File: config.mk
export PLATFORM = sky130hd
export DESIGN_NAME = mul5_rr_scheduler
export DESIGN_NICKNAME = d
export VERILOG_FILES = /design/src/rtl/mul5_sched_pkg.sv /design/src/rtl/mul5_rr_scheduler_mul5.sv /design/src/rtl/mul5_rr_scheduler.sv
export SDC_FILE = /design/constraint.sdc
export NUM_CORES = 1
export LEC_CHECK = 0
export ABC_CLOCK_PERIOD_IN_PS = 3400
export CAP_MARGIN = 20
export CORE_MARGIN = 2
export CORE_UTILIZATION = 47
export CTS_CLUSTER_SIZE = 28
export DETAILED_ROUTE_END_ITERATION = 16
export GPL_TIMING_DRIVEN = 0
export PLACE_DENSITY = 0.82
export SYNTH_ARGS = -nofsm -noshare
export SYNTH_HDL_FRONTEND = slang
export SYNTH_SLANG_ARGS = --single-unit
File: constraint.sdc
create_clock -name clk -period 3.4 [get_ports clk]
set_clock_uncertainty 0.05 [all_clocks]
set_input_delay 0.68 -clock clk [delete_from_list [all_inputs] [get_ports clk]]
set_output_delay 0.68 -clock clk [all_outputs]
set_load 0.02 [all_outputs]
File: src/rtl/mul5_sched_pkg.sv
// Shared definitions for the round-robin multiply-by-5 scheduler.
//
// Contents:
//   sched_state_t    - scheduler FSM states (IDLE, CALC, RESP)
//   MUL_FACTOR       - constant multiplier applied to every operand
//   DEFAULT_NUM_REQ  - default number of requesters
//   DEFAULT_DATA_W   - default operand width
package mul5_sched_pkg;

    typedef enum logic [1:0] {
        IDLE = 2'd0,
        CALC = 2'd1,
        RESP = 2'd2
    } sched_state_t;

    localparam int MUL_FACTOR      = 5;
    localparam int DEFAULT_NUM_REQ = 4;
    localparam int DEFAULT_DATA_W  = 4;

endpackage

File: src/rtl/mul5_rr_scheduler_mul5.sv
// Combinational multiply-by-5 datapath for 4-bit operands.
//
// Ports:
//   a  input  [3:0]  unsigned operand
//   y  output [6:0]  a * 5, full width (15 -> 75)
module multiplication_by_5 (
    input  logic [3:0] a,
    output logic [6:0] y
);

    // a*5 = a*4 + a; both terms widened to 7 bits so the carry is kept.
    assign y = {1'b0, a, 2'b00} + {3'b000, a};

endmodule

File: src/rtl/mul5_rr_scheduler.sv
// Round-robin scheduler in front of a multiply-by-5 datapath.
// Requesters present operands with req_valid; one is granted per IDLE
// cycle, its operand is multiplied by 5 in CALC and the result is offered
// in RESP until the consumer takes it with rsp_ready.
//
// Parameters:
//   NUM_REQ  number of requesters (2..8)
//   DATA_W   operand width; results are DATA_W+3 bits
//
// Ports:
//   clk        input                      clock, rising edge
//   rst_n      input                      asynchronous active-low reset
//   req_valid  input  [NUM_REQ-1:0]       per-requester operand valid
//   req_data   input  [NUM_REQ*DATA_W-1:0] operand i at [i*DATA_W +: DATA_W]
//   req_ready  output [NUM_REQ-1:0]       one-hot grant (combinational)
//   rsp_valid  output                     result available
//   rsp_data   output [DATA_W+2:0]        operand * 5
//   rsp_id     output [clog2(NUM_REQ)-1:0] requester owning rsp_data
//   rsp_ready  input                      consumer accepts result
//   busy       output                     high whenever not IDLE
//   done_cnt   output [7:0]               completed responses, saturating
//                                         (only with MUL5_SCHED_STATS_EN)
//
// Build option: define MUL5_SCHED_STATS_EN to add the done_cnt counter.
module mul5_rr_scheduler
    import mul5_sched_pkg::*;
#(
    parameter int NUM_REQ = DEFAULT_NUM_REQ,
    parameter int DATA_W  = DEFAULT_DATA_W
) (
    input  logic                          clk,
    input  logic                          rst_n,
    input  logic [NUM_REQ-1:0]            req_valid,
    input  logic [NUM_REQ*DATA_W-1:0]     req_data,
    output logic [NUM_REQ-1:0]            req_ready,
    output logic                          rsp_valid,
    output logic [DATA_W+2:0]             rsp_data,
    output logic [$clog2(NUM_REQ)-1:0]    rsp_id,
    input  logic                          rsp_ready,
    output logic                          busy
`ifdef MUL5_SCHED_STATS_EN
    ,
    output logic [7:0]                    done_cnt
`endif
);

    localparam int IDX_W = $clog2(NUM_REQ);

    sched_state_t      state;
    sched_state_t      next_state;
    logic [IDX_W-1:0]  last_grant;
    logic [IDX_W-1:0]  grant_idx;
    logic              grant_found;
    logic [IDX_W-1:0]  id_reg;
    logic [DATA_W-1:0] op_reg;
    logic [DATA_W+2:0] product;
    logic [DATA_W-1:0] req_ops [NUM_REQ];

    for (genvar g = 0; g < NUM_REQ; g++) begin : g_unpack
        assign req_ops[g] = req_data[g*DATA_W +: DATA_W];
    end

    // Requester index offset positions after base, wrapping at NUM_REQ.
    // NUM_REQ need not be a power of two, so the wrap is explicit.
    function automatic logic [IDX_W-1:0] rr_index(input logic [IDX_W-1:0] base,
                                                  input int offset);
        int sum;
        sum = int'(base) + offset;
        if (sum >= NUM_REQ) begin
            sum = sum - NUM_REQ;
        end
        return IDX_W'(sum);
    endfunction

    // Search starts just after the last grant and ends on last_grant itself,
    // so a lone persistent requester is still picked every time.
    always_comb begin
        grant_found = 1'b0;
        grant_idx   = '0;
        for (int off = 1; off <= NUM_REQ; off++) begin
            if (!grant_found && req_valid[rr_index(last_grant, off)]) begin
                grant_found = 1'b1;
                grant_idx   = rr_index(last_grant, off);
            end
        end
    end

    always_ff @(posedge clk or negedge rst_n) begin
        if (!rst_n) begin
            state <= IDLE;
        end else begin
            state <= next_state;
        end
    end

    always_comb begin
        next_state = state;
        req_ready  = '0;
        case (state)
            IDLE: begin
                if (grant_found) begin
                    req_ready[grant_idx] = 1'b1;
                    next_state           = CALC;
                end
            end
            CALC: next_state = RESP;
            RESP: begin
                if (rsp_ready) begin
                    next_state = IDLE;
                end
            end
            default: next_state = IDLE;
        endcase
    end

    assign rsp_valid = (state == RESP);
    assign busy      = (state != IDLE);

    // The standard 4-bit datapath is reused when it fits; other widths use
    // an equivalent full-width multiply that cannot truncate.
    if (DATA_W == 4) begin : g_mul_std
        multiplication_by_5 u_mul (
            .a (op_reg),
            .y (product)
        );
    end else begin : g_mul_generic
        assign product = (DATA_W+3)'(op_reg) * (DATA_W+3)'(MUL_FACTOR);
    end

    // Reset leaves last_grant at the top index so requester 0 wins first.
    // rsp_data/rsp_id only change in CALC, which keeps them stable in RESP.
    always_ff @(posedge clk or negedge rst_n) begin
        if (!rst_n) begin
            last_grant <= IDX_W'(NUM_REQ - 1);
            op_reg     <= '0;
            id_reg     <= '0;
            rsp_data   <= '0;
            rsp_id     <= '0;
        end else begin
            if (state == IDLE && grant_found) begin
                op_reg     <= req_ops[grant_idx];
                id_reg     <= grant_idx;
                last_grant <= grant_idx;
            end
            if (state == CALC) begin
                rsp_data <= product;
                rsp_id   <= id_reg;
            end
        end
    end

`ifdef MUL5_SCHED_STATS_EN
    always_ff @(posedge clk or negedge rst_n) begin
        if (!rst_n) begin
            done_cnt <= '0;
        end else if (rsp_valid && rsp_ready && done_cnt != 8'hFF) begin
            done_cnt <= done_cnt + 8'd1;
        end
    end
`endif

endmodule

# [Word-level counts from Yosys, hierarchy flattened]
# Index checks and enable logic that the tools add are counted.
[totals] regBits=19 out_inout_bits=15 wordCells=72
[classes] add_sub_neg=9 eq_ne=4 reduce_logical=11 muxes=30 n_bitwise=1 magnitude_cmp=11
[op_table] op="two-way mux 2 bit" count=10
[op_table] op="two-way mux 4 bit" count=4
[op_table] op="less-than comparator 2 x 3 -> 1 bit (second input constant)" count=5
[op_table] op=">= comparator 3 bit (second input constant)" count=4
[op_table] op="two-way mux 1 bit" count=9
[op_table] op="binary-select mux 1 bit (select 2 bit)" count=4
[op_table] op="binary-select mux 4 bit (select 2 bit)" count=1
[op_table] op="subtractor 2 x 1 -> 2 bit (second input constant)" count=4
[op_table] op="adder 6 x 4 -> 7 bit" count=1
[op_table] op="adder 2 x 2 -> 3 bit (second input constant)" count=2
[op_table] op="one-hot mux 2 bit (3 select lines)" count=1
[op_table] op="logical AND 1 bit" count=5
[op_table] op="adder 2 x 3 -> 4 bit (second input constant)" count=1
[op_table] op=">= comparator 4 x 3 -> 1 bit (second input constant)" count=1
[op_table] op="adder 2 x 1 -> 3 bit (second input constant)" count=1
[op_table] op="logical NOT 1 bit" count=3
[op_table] op="inverter 2 -> 3 bit" count=1
[op_table] op="demux 1 bit (select 2 bit)" count=1
[op_table] op="== test 2 x 1 -> 1 bit (second input constant)" count=1
[op_table] op="== test 2 bit (second input constant)" count=1
[op_table] op=">= comparator 2 x 1 -> 1 bit (second input constant)" count=1
[op_table] op="logical NOT 2 bit" count=1
[op_table] op="!= test 2 x 1 -> 1 bit (second input constant)" count=1
[op_table] op="!= test 2 bit (second input constant)" count=1
[op_table] op="other kinds (2)" count=2

# [Longest topological paths before layout]
# Gate-level depths: netlist (run 1).
[depth] depth_word=21 ltp_mapped=7

# [By module]
# A second synthesis (run 1) with hierarchy kept.
[unflattened] hier_cells=99 hier_area_um2=1041.0
[by_module_without_submodules] mod="mul5_rr_scheduler" area_per_inst_um2=917.1 instances=1 cells_per_inst=82
[by_module_without_submodules] mod="multiplication_by_5" area_per_inst_um2=123.9 instances=1 cells_per_inst=17

# [Worst setup path after synthesis (run 1)]
# No wires, ideal clock.
[synth_timing] kind="in2out" from="input port req_valid[1]" to="output port req_ready[0]" cell_stages=3 path_buffers=0 required_ns=2.670 arrival_time_ns=1.897 slack_ns=0.773 path_cell_list="nor3b_1 > nor3_2 > nor3_1"
[synth_via] elab_chain_len=18 elab_cells_between_ends=29 cone_classes="2 x order compare; 20 x mux; 7 x reduce/logical"
[synth_lines] item="from (decl)" line_no="mul5_rr_scheduler.sv:33" text="input logic [NUM_REQ-1:0] req_valid,"
[synth_lines] item="binary-select mux 1 bit (select 2 bit)" line_no="mul5_rr_scheduler.sv:81" text="if (!grant_found && req_valid[rr_index(last_grant, off)]) begin"
[synth_lines] item="two-way mux 1 bit (implied by the code)" line_no="mul5_rr_scheduler.sv:81"
[synth_lines] item="two-way mux 1 bit" line_no="mul5_rr_scheduler.sv:81"
[synth_lines] item="logical NOT 1 bit" line_no="mul5_rr_scheduler.sv:81"
[synth_lines] item="logical AND 1 bit" line_no="mul5_rr_scheduler.sv:81"
[synth_lines] item="two-way mux 1 bit" line_no="mul5_rr_scheduler.sv:81"
[synth_lines] item="logical NOT 1 bit" line_no="mul5_rr_scheduler.sv:81"
[synth_lines] item="logical AND 1 bit" line_no="mul5_rr_scheduler.sv:81"
[synth_lines] item="[... 2 more ...]"
[synth_lines] item="logical AND 1 bit" line_no="mul5_rr_scheduler.sv:81"
[synth_lines] item="two-way mux 2 bit" line_no="mul5_rr_scheduler.sv:81"
[synth_lines] item="less-than comparator 2 x 3 -> 1 bit (implied by the code) / >= comparator 2 x 1 -> 1 bit (equally long branches)" line_no="mul5_rr_scheduler.sv:102" text="req_ready[grant_idx] = 1'b1;"
[synth_lines] item="logical AND 1 bit (implied by the code)" line_no="mul5_rr_scheduler.sv:102"
[synth_lines] item="two-way mux 1 bit (implied by the code)" line_no="mul5_rr_scheduler.sv:102"
[synth_lines] item="demux 1 bit (select 2 bit)" line_no="mul5_rr_scheduler.sv:102"
[synth_lines] item="two-way mux 4 bit *" line_no="mul5_rr_scheduler.sv:101" text="if (grant_found) begin"
[synth_lines] item="two-way mux 4 bit *" line_no="mul5_rr_scheduler.sv:99" text="case (state)"
[synth_lines] item="to (decl)" line_no="mul5_rr_scheduler.sv:35" text="output logic [NUM_REQ-1:0] req_ready,"
# Every way passes the cells marked *; elsewhere a longest branch is shown, timed or not. The select of a mux whose other input is x is not followed.

# [Final worst setup path (run 1)]
[layout_timing] from="input port req_valid[1]" to="output port req_ready[3]"
# Same word-level chain as after synthesis.

==> impl.org, run 1 <==
** Synth
- Dominant cell by count in the synthesized netlist :: dfrtp_1
- Counting every net in the synthesized netlist gives 131.
- Avg Synthesized Cell Area :: 9.91 sq um
- In the synthesized netlist the dominant register cell turns out to be dfrtp_1.
- Leading post-synthesis cells by instance count :: 17 x dfrtp_1, 11 x nor2_1, 8 x o21ai_0, 7 x nand2_1, 6 x inv_1
- Post-synthesis cell count :: 105
- For this run, the number of Yosys warnings is 0.
- Complex-gate fraction of the synthesized area :: 16.3%
- Ranked by total cell area, the synthesized netlist is headed by dfrtp_1 41%, mux2_2 5.4%, dfstp_2 5.0%.
- Cell taking the most area after synthesis :: dfrtp_1
- After Yosys synthesis, XOR and XNOR cells account for 1.68% of the synthesized area.
- By area, the combinational part of the netlist is dominated by simple AND/OR/NAND/NOR gates.
- For this run, the register share of the synthesized area comes to 45.9%.
- Summed over its instances, the top area cell type makes up 40.9% of the synthesized netlist area.
- Synthesized-area fraction occupied by and/or/nand/nor cells :: 18.8%
- Synth unique cells :: 37
- Synthesized-area fraction occupied by adder cells :: 4.33%
- Number of enable-type register cells in the synthesized netlist :: 0
- Of the post-synthesis cell area, the part taken by muxes is 9.25%.
- Total standard cell area after synthesis :: 1040 sq um
- Share of async-settable or async-resettable flops after synthesis :: 100%
- #FFs+latches synth :: 19

** Floorplanning
- In this run the count of I/O pins placed on the die edge is 38.
- The total area inside the core boundary comes to 2150 sq um.
- Starting utilization of the core area :: 48.5%
- The die is 51.1 um tall.
- The die covers 2610 sq um.
- The die is 51.1 um wide.
- Core Rows :: 17

** Timing
- Based on the critical path, the design can be clocked at up to 0.304 GHz.
- Final-report hold violation count :: 0
- Measured slew at the worst slew-check pin :: 774 ps
- Counting I/O delays and the setup requirement, the final critical path takes 3290 ps.
- Final worst hold slack :: 434 ps
- In the finished design, the share of the clock period the worst path needs comes to 96.8%.
- Relative slew slack :: 48.3%
- Setup violations remaining at the end of the flow were counted as 0.
- Setup repair after global routing left no endpoint under its margin.
- The max-slew violation total from the final report was 0.
- Setup slack closes at 109 ps.

** Global routing
- First-pass GRT wire length :: 3660 um
- Entering global routing, the biggest net connects 20 pins.
- Final global-route overflow total :: 0
- The initial antenna violation count was 0.
- Number of global-route vias before repair :: 889
- Global routing used 18.3% of the available tracks.

** Final layout
- In the final layout, flip-flops and latches occupy 478 sq um.
- Max FFs per register :: 7
- After filler insertion, the fill cell instance count of the layout stands at 156.
- 0 antenna diodes ended up in the layout.
- At the end of the flow, the number of nets in the layout was 173.
- Share of final-layout standard cells stronger than drive strength 1 :: 17.1%
- Compared with the post-synthesis result, the final layout area differs by 47.5%.
- Summing all multi-input logic gate instances after layout gives 584 sq um.
- Utilization after layout :: 71.5%

** CTS
- No sink is reached through more buffers than the 2 on the longest clock path.
- Clock tree synthesis inserted a total of 3 buffers.
- In this run the number of H-tree levels came out at 1.
- Clock-pin slew was measured on the worst setup and hold paths at 100 ps.
- Cts-stage hold buffer count :: 0
- Postcts setup bufs :: 0
- The root buffer cell chosen for the clock tree is clkbuf_4.
- The tree built by TritonCTS fans out to 19 sinks.
- The clock reaches the later pin of the worst-skew pair after 290 ps.
- CTS tree :: done

** Critical path
- Buf+Inv Stages, Crit Path :: 3
- STA classifies the critical path endpoint as an output port.
- On the critical path, the stage with the largest delay is an instance of clkdlybuf4s50_1.
- On the worst path, the slowest cell contributes a delay of 610 ps.
- Critical path start-end classification :: in2out
- At the worst endpoint, the arrival time is 2560 ps.
- Critical path data required time :: 2670 ps
- Grouping stages by cell kind, the critical path spends the most delay in buffers and inverters.
- Startpoint kind of the worst setup timing path :: input port
- Critical Path Fanout Max :: 7
- The worst register-to-register path has a setup slack of 1310 ps.
- Walking the worst path, the cells encountered are clkdlybuf4s50_1, nor4_2, or2_0, buf_2, or4_4, nor2_1, clkdlybuf4s15_1.

** Drt
- Once detail routing completed, the nets flagged for antenna violations numbered 0.
- Iteration-0 DRC count of the detailed router :: 6
- Dividing the detail-routed wire length by the instance count gives 12.6 um.
- The first detailed-routing pass took 4 iterations.
- Post-route DRC violation count :: 0
- After detailed routing, the total wire length is 2200 um.
- Number of vias in the routed layout :: 910
- Via-per-instance ratio :: 5.23

** Run
- Across the run, the number of max-cap violations was 0.

** Place
- The congestion estimate from routability-driven global placement came to 0.821.
- Pre-CTS worst setup slack :: -312 ps
- I/O Buffers :: 37
- Summed over all nets, the half-perimeter wirelength after detailed placement is 1670 um.

** Power
- In this run the static leakage power is 0.665 nW.
- Overall power consumption :: 1.33 mW
- VDD sags by at most 0.000512 V.
- Dividing total power by cell area gives a power density of 870 nW/um^2.

** Run status
- Run status :: finished clean

** Hold path
- The min-delay analysis places its worst path in the category reg2reg.
==> worst paths after layout <==
path / cells after the start / end / startpoint
max: 7 / req_ready[3] / req_valid[1]
min: 2 / id_reg[1]$_DFFE_PN0P_ / id_reg[1]$_DFFE_PN0P_
max reg2reg: 5 / op_reg[2]$_DFFE_PN0P_ / last_grant[1]$_DFFE_PN1P_
min reg2reg: 2 / id_reg[1]$_DFFE_PN0P_ / id_reg[1]$_DFFE_PN0P_
max in group asynchronous: 1 / id_reg[1]$_DFFE_PN0P_ / rst_n
min in group asynchronous: 1 / rsp_id[0]$_DFFE_PN0N_ / rst_n
==> worst register-to-register path: cells and delay by family (launching register included) <==
kind | cells | cell delay (ps)
multiplexers | 2 | 640
flip-flops | 1 | 600
AO/OA/AOI/OAI | 2 | 500
AND/OR/NAND/NOR | 1 | 200
==> where the power goes <==
group	internal (mW)	switching, mW
Sequential	0.350	0.0866
Clock	0.0437	0.0650
Combinational	0.381	0.409
==> cell families after synthesis <==
group | after synthesis
compound gates | 26
xor+xnor | 2
mux | 9
flops | 19
fa+ha+maj | 3
simple gates | 36
buf+inv | 10
==> metal layers <==
layer | global-route usage, % | routed length (um) | up-vias
li1 | - | - | 456
met3 | 3.51 | 158 | 6
met4 | 5.41 | 49 | 0
met1 | 21.1 | 876 | 406
met5 | 0 | 0 | -
met2 | 34.0 | 1120 | 42
==> final cells by class <==
type,instances,area share [%]
Timing Repair Buffer,37,24.1
Buffer,3,0.815
Tap cell,28,2.28
Clock buffer,3,1.47
Inverter,7,1.79
Sequential cell,19,31.1
Multi-Input combinational cell,76,38.1
Clock inverter,1,0.326
==> stage by stage <==
step	TNS [ps]	std cells	area, sq um
floorplan	0	105	1040
global placement	-678	170	1450
detailed placement	-821	170	1450
CTS	-57.2	174	1490
global route	0	174	1540
finish	0	174	1540
==> cell usage in the layout (no fill, tap or decap), types with 2 or more instances in the layout <==
cell type,Yosys,routed
clkbuf_1,2,2
dlymetal6s2s_1,0,2
nand2b_1,4,4
o31a_1,2,2
dfrtp_1,17,17
o21ai_2,0,2
nand2_1,7,7
dfstp_2,2,2
inv_1,6,6
or2b_1,2,2
mux2i_1,4,4
a21oi_4,0,2
nor3_1,2,2
a211oi_1,5,5
ha_1,2,2
nor2_1,11,10
clkinv_2,0,2
clkbuf_4,0,3
clkdlybuf4s50_1,0,33
mux2_2,5,5
o21ai_0,8,7
==> what timing repair did <==
action,4_1_cts,5_1_grt
cloned,0,0
resized for setup,8,13
setup endpoints to repair,4,3
(Power assumes the default switching activity.)
==> inputs of run 2 (changes only) <==
SLEW_MARGIN = 30   (was unset)
==> results of run 2 <==
Final layout, timing and power as in run 1 (identical DEF).
==> inputs of run 3 (changes only) <==
RECOVER_POWER = 100   (was unset)
TNS_END_PERCENT = 100   (was unset)
==> impl.org, run 3 (synthesis results as in run 1) <==
** Global routing
- The all-layer global routing usage was 18.3% (unchanged).
- The remaining global-route overflow came to 0 (unchanged).
- The initial antenna violation count is 0 (unchanged).
- The largest net degree at the start of global routing is 20 (unchanged).
- First-pass GRT wire length :: 3660 um (unchanged)
- The number of global-route vias before repair was 889 (unchanged).

** Critical path
- Worst setup startpoint :: req_valid[1]
- Critical Path Fanout Max :: 7 (unchanged)
- Critical R2R Launch :: last_grant[1]$_DFFE_PN1P_
- Critical path start-end classification :: in2out
- Maximum cell stage delay along the critical path :: 600 ps (about the same)
- The slowest stage of the critical path belongs to the cell clkdlybuf4s50_1.
- The required time reported for the critical path endpoint is 2670 ps (about the same).
- CP arrival :: 2570 ps (about the same)
- Crit end category :: output port
- Walking the worst path, the cells encountered are clkdlybuf4s50_1, nor4_1, or2_0, buf_2, or4_4, nor2_1, clkdlybuf4s15_1.
- Startpoint kind of the worst setup timing path :: input port

** Power
- The net switching power was 0.555 mW (-0.99%).
- The switching fraction of total power came to 42.8% (+0.86 points).
- Share of power burned in the clock network :: 8.4% (+0.3 points)
- Flop pwr share :: 33.5% (+0.8 points)
- The part of the power in combinational logic was 58.1% (-1.1 points).
- The internal power of the cells is 0.740 mW (-4.4%).
- Power per unit of standard cell area :: 860 nW/um^2 (-1.1%)
- Worst IR Drop VDD :: 0.000506 V (-1.0%)
- The leakage component of the power was 0.632 nW (-5.0%).

** CTS
- Maximum root-to-sink buffer count :: 2 (unchanged)
- The clock latency of the later-clocked register in the worst-skew pair was 290 ps (about the same).
- TritonCTS built the clock tree.
- Clock transition at the registers of the reported paths :: 100 ps (about the same)
- CTS Buf Count :: 3 (unchanged)
- The tree is rooted in a clkbuf_4.
- The deepest level of the CTS H-tree came to 1 (unchanged).
- Postcts setup bufs :: 0 (unchanged)
- The number of clock sinks came to 19 (unchanged).

** Place
- The worst slack after detailed placement was -312 ps (unchanged).
- Dpl hpwl :: 1670 um (unchanged)
- I/O Buffers :: 37 (unchanged)
- # placed instances :: 170 (unchanged)
- Final Wtd Congestion :: 0.821 (unchanged)

** Floorplanning
- The full die area is 2610 sq um (unchanged).
- The number of I/O pins was 38 (unchanged).
- The overall die width is 51.1 um (unchanged).
- The vertical die dimension was 51.1 um (unchanged).
- The starting density of the core is 48.5% (unchanged).
- Core Rows :: 17 (unchanged)
- Placeable core region :: 2150 sq um (unchanged)

** Drt
- The routed wire length came to 2200 um (+0.18%).
- The first-pass detailed-route iteration total came to 4 (unchanged).
- The mean number of vias per cell was 5.24 (+0.22%).
- Iteration-0 DRC count of the detailed router :: 7 (+1)
- The via count is 912 (+0.22%).
- The post-detailed-route count of antenna-violating nets came to 0 (unchanged).
- The remaining routing DRC violations came to 0 (unchanged).
- Mean routed wirelength per cell :: 12.7 um (+0.18%)

** Hold path
- The tightest min-delay check is of the reg2reg type.
- The worst hold path begins at id_reg[1]$_DFFE_PN0P_.

** Timing
- Setup repair after global routing left no endpoint under its margin.
- Number of failing setup endpoints in the final timing report :: 0 (unchanged)
- Max-slew violation total from the final report :: 0 (unchanged)
- The final-report hold violation count came to 0 (unchanged).
- Smallest setup slack after layout :: 99.4 ps (-10.0 ps)
- Minimum clock period :: 3300 ps (+10.0 ps)
- The top achievable clock speed is 0.303 GHz (-0.30%).
- The final critical-path share of the clock period is 97.1% (+0.29 points).
- The worst slew margin relative to its limit is 47.7% (-0.56 points).
- Measured slew at the worst slew-check pin :: 782 ps (+8.32 ps)

** Final layout
- Leading cell type in the layout, fill and taps excluded :: clkdlybuf4s50_1
- The filler-free cell count of the finished design came to 174 (unchanged).
- Leaving out fill and tap cells, the most frequent cells in the layout are 21 x clkdlybuf4s50_1, 17 x dfrtp_1, 12 x dlygate4sd3_1.
- The flip-flop count of the largest register after layout came to 7 (unchanged).
- Area grow syn2layout :: 44.7%
- The count of inserted antenna diode cells came to 0 (unchanged).
- The count of nets after finishing is 173 (unchanged).
- The proportion of layout cells with a drive suffix above 1 came to 15.1% (-2.1 points).

** Run status
- The flow ran to the end, and the final reports show no timing, DRC or antenna violations.

** Run
- Max Cap Viol :: 0 (unchanged)
==> run 3: changes by cell type in the layout (fill, tap and decap cells not counted), moves of 2 or more <==
cell	before	now
clkbuf_1	2	5
clkdlybuf4s50_1	33	21
dlygate4sd3_1	0	12
dlymetal6s2s_1	2	0
==> run 3: critical path: cells and delay by family <==
family / cells / cell delay (ps)
simple gates: 4 / 820
buf+inv: 3 / 1070
==> run 3: metal layers <==
layer / vias to the layer above / part of all wire, % / global-route usage [%] / wire, um
li1: 456 / - / - / -
met4: 0 / 2.2 / 5.41 / 49
met3: 6 / 7.1 / 3.51 / 156
met1: 408 / 40 / 21.1 / 877
met5: - / 0 / 0 / 0
met2: 42 / 51 / 34.0 / 1120
==> run 3: metrics by stage <==
step / cell area [sq um] / TNS [ps] / util (%) / total power, mW / hold slack, ps
after floorplan: 1040 / 0 / - / 0.918 / 334
after global placement: 1450 / -678 / 67.3 / 1.17 / 409
after detailed placement: 1450 / -821 / 67.3 / 1.19 / 417
after CTS: 1490 / -57.2 / 69.3 / 1.32 / 442
after global routing: 1510 / 0 / 70.1 / 1.41 / 469
final: 1510 / 0 / 70.1 / 1.30 / 434
==> run 3: path summary, 6_finish.rpt <==
path	to	depth (start not counted)	slack, ps
min in group asynchronous	rsp_id[0]$_DFFE_PN0N_	1	860
max in group asynchronous	id_reg[1]$_DFFE_PN0P_	1	1960
max	req_ready[3]	7	100
min reg2reg	id_reg[1]$_DFFE_PN0P_	2	430
max reg2reg	op_reg[2]$_DFFE_PN0P_	5	1320
min	id_reg[1]$_DFFE_PN0P_	2	430
==> run 3: cell type report <==
cell class              instances  area [sq um]
fillers                       159           642
multi-input cells              76           574
flip-flops and latches         19           478
repair buffers                 37           352
well taps                      28          35.0
inverters                       7          27.5
clock buffers                   3          22.5
plain buffers                   3          12.5
clock inverters                 1          5.00
==> run 3: repair_timing <==
item,in CTS,in global routing
cloned,0,0
endpoints found under the hold margin,0,0
gates resized for setup,8,13
hold buffers,0,0
endpoints found under the setup margin,4,3
==> run 3: power groups by stage <==
stage,clock (mW),combinational [mW],sequential (mW)
after floorplan,0,0.438,0.480
after global placement,0,0.745,0.426
after detailed placement,0,0.760,0.431
after CTS,0.115,0.773,0.431
after global routing,0.129,0.831,0.451
final,0.109,0.752,0.434
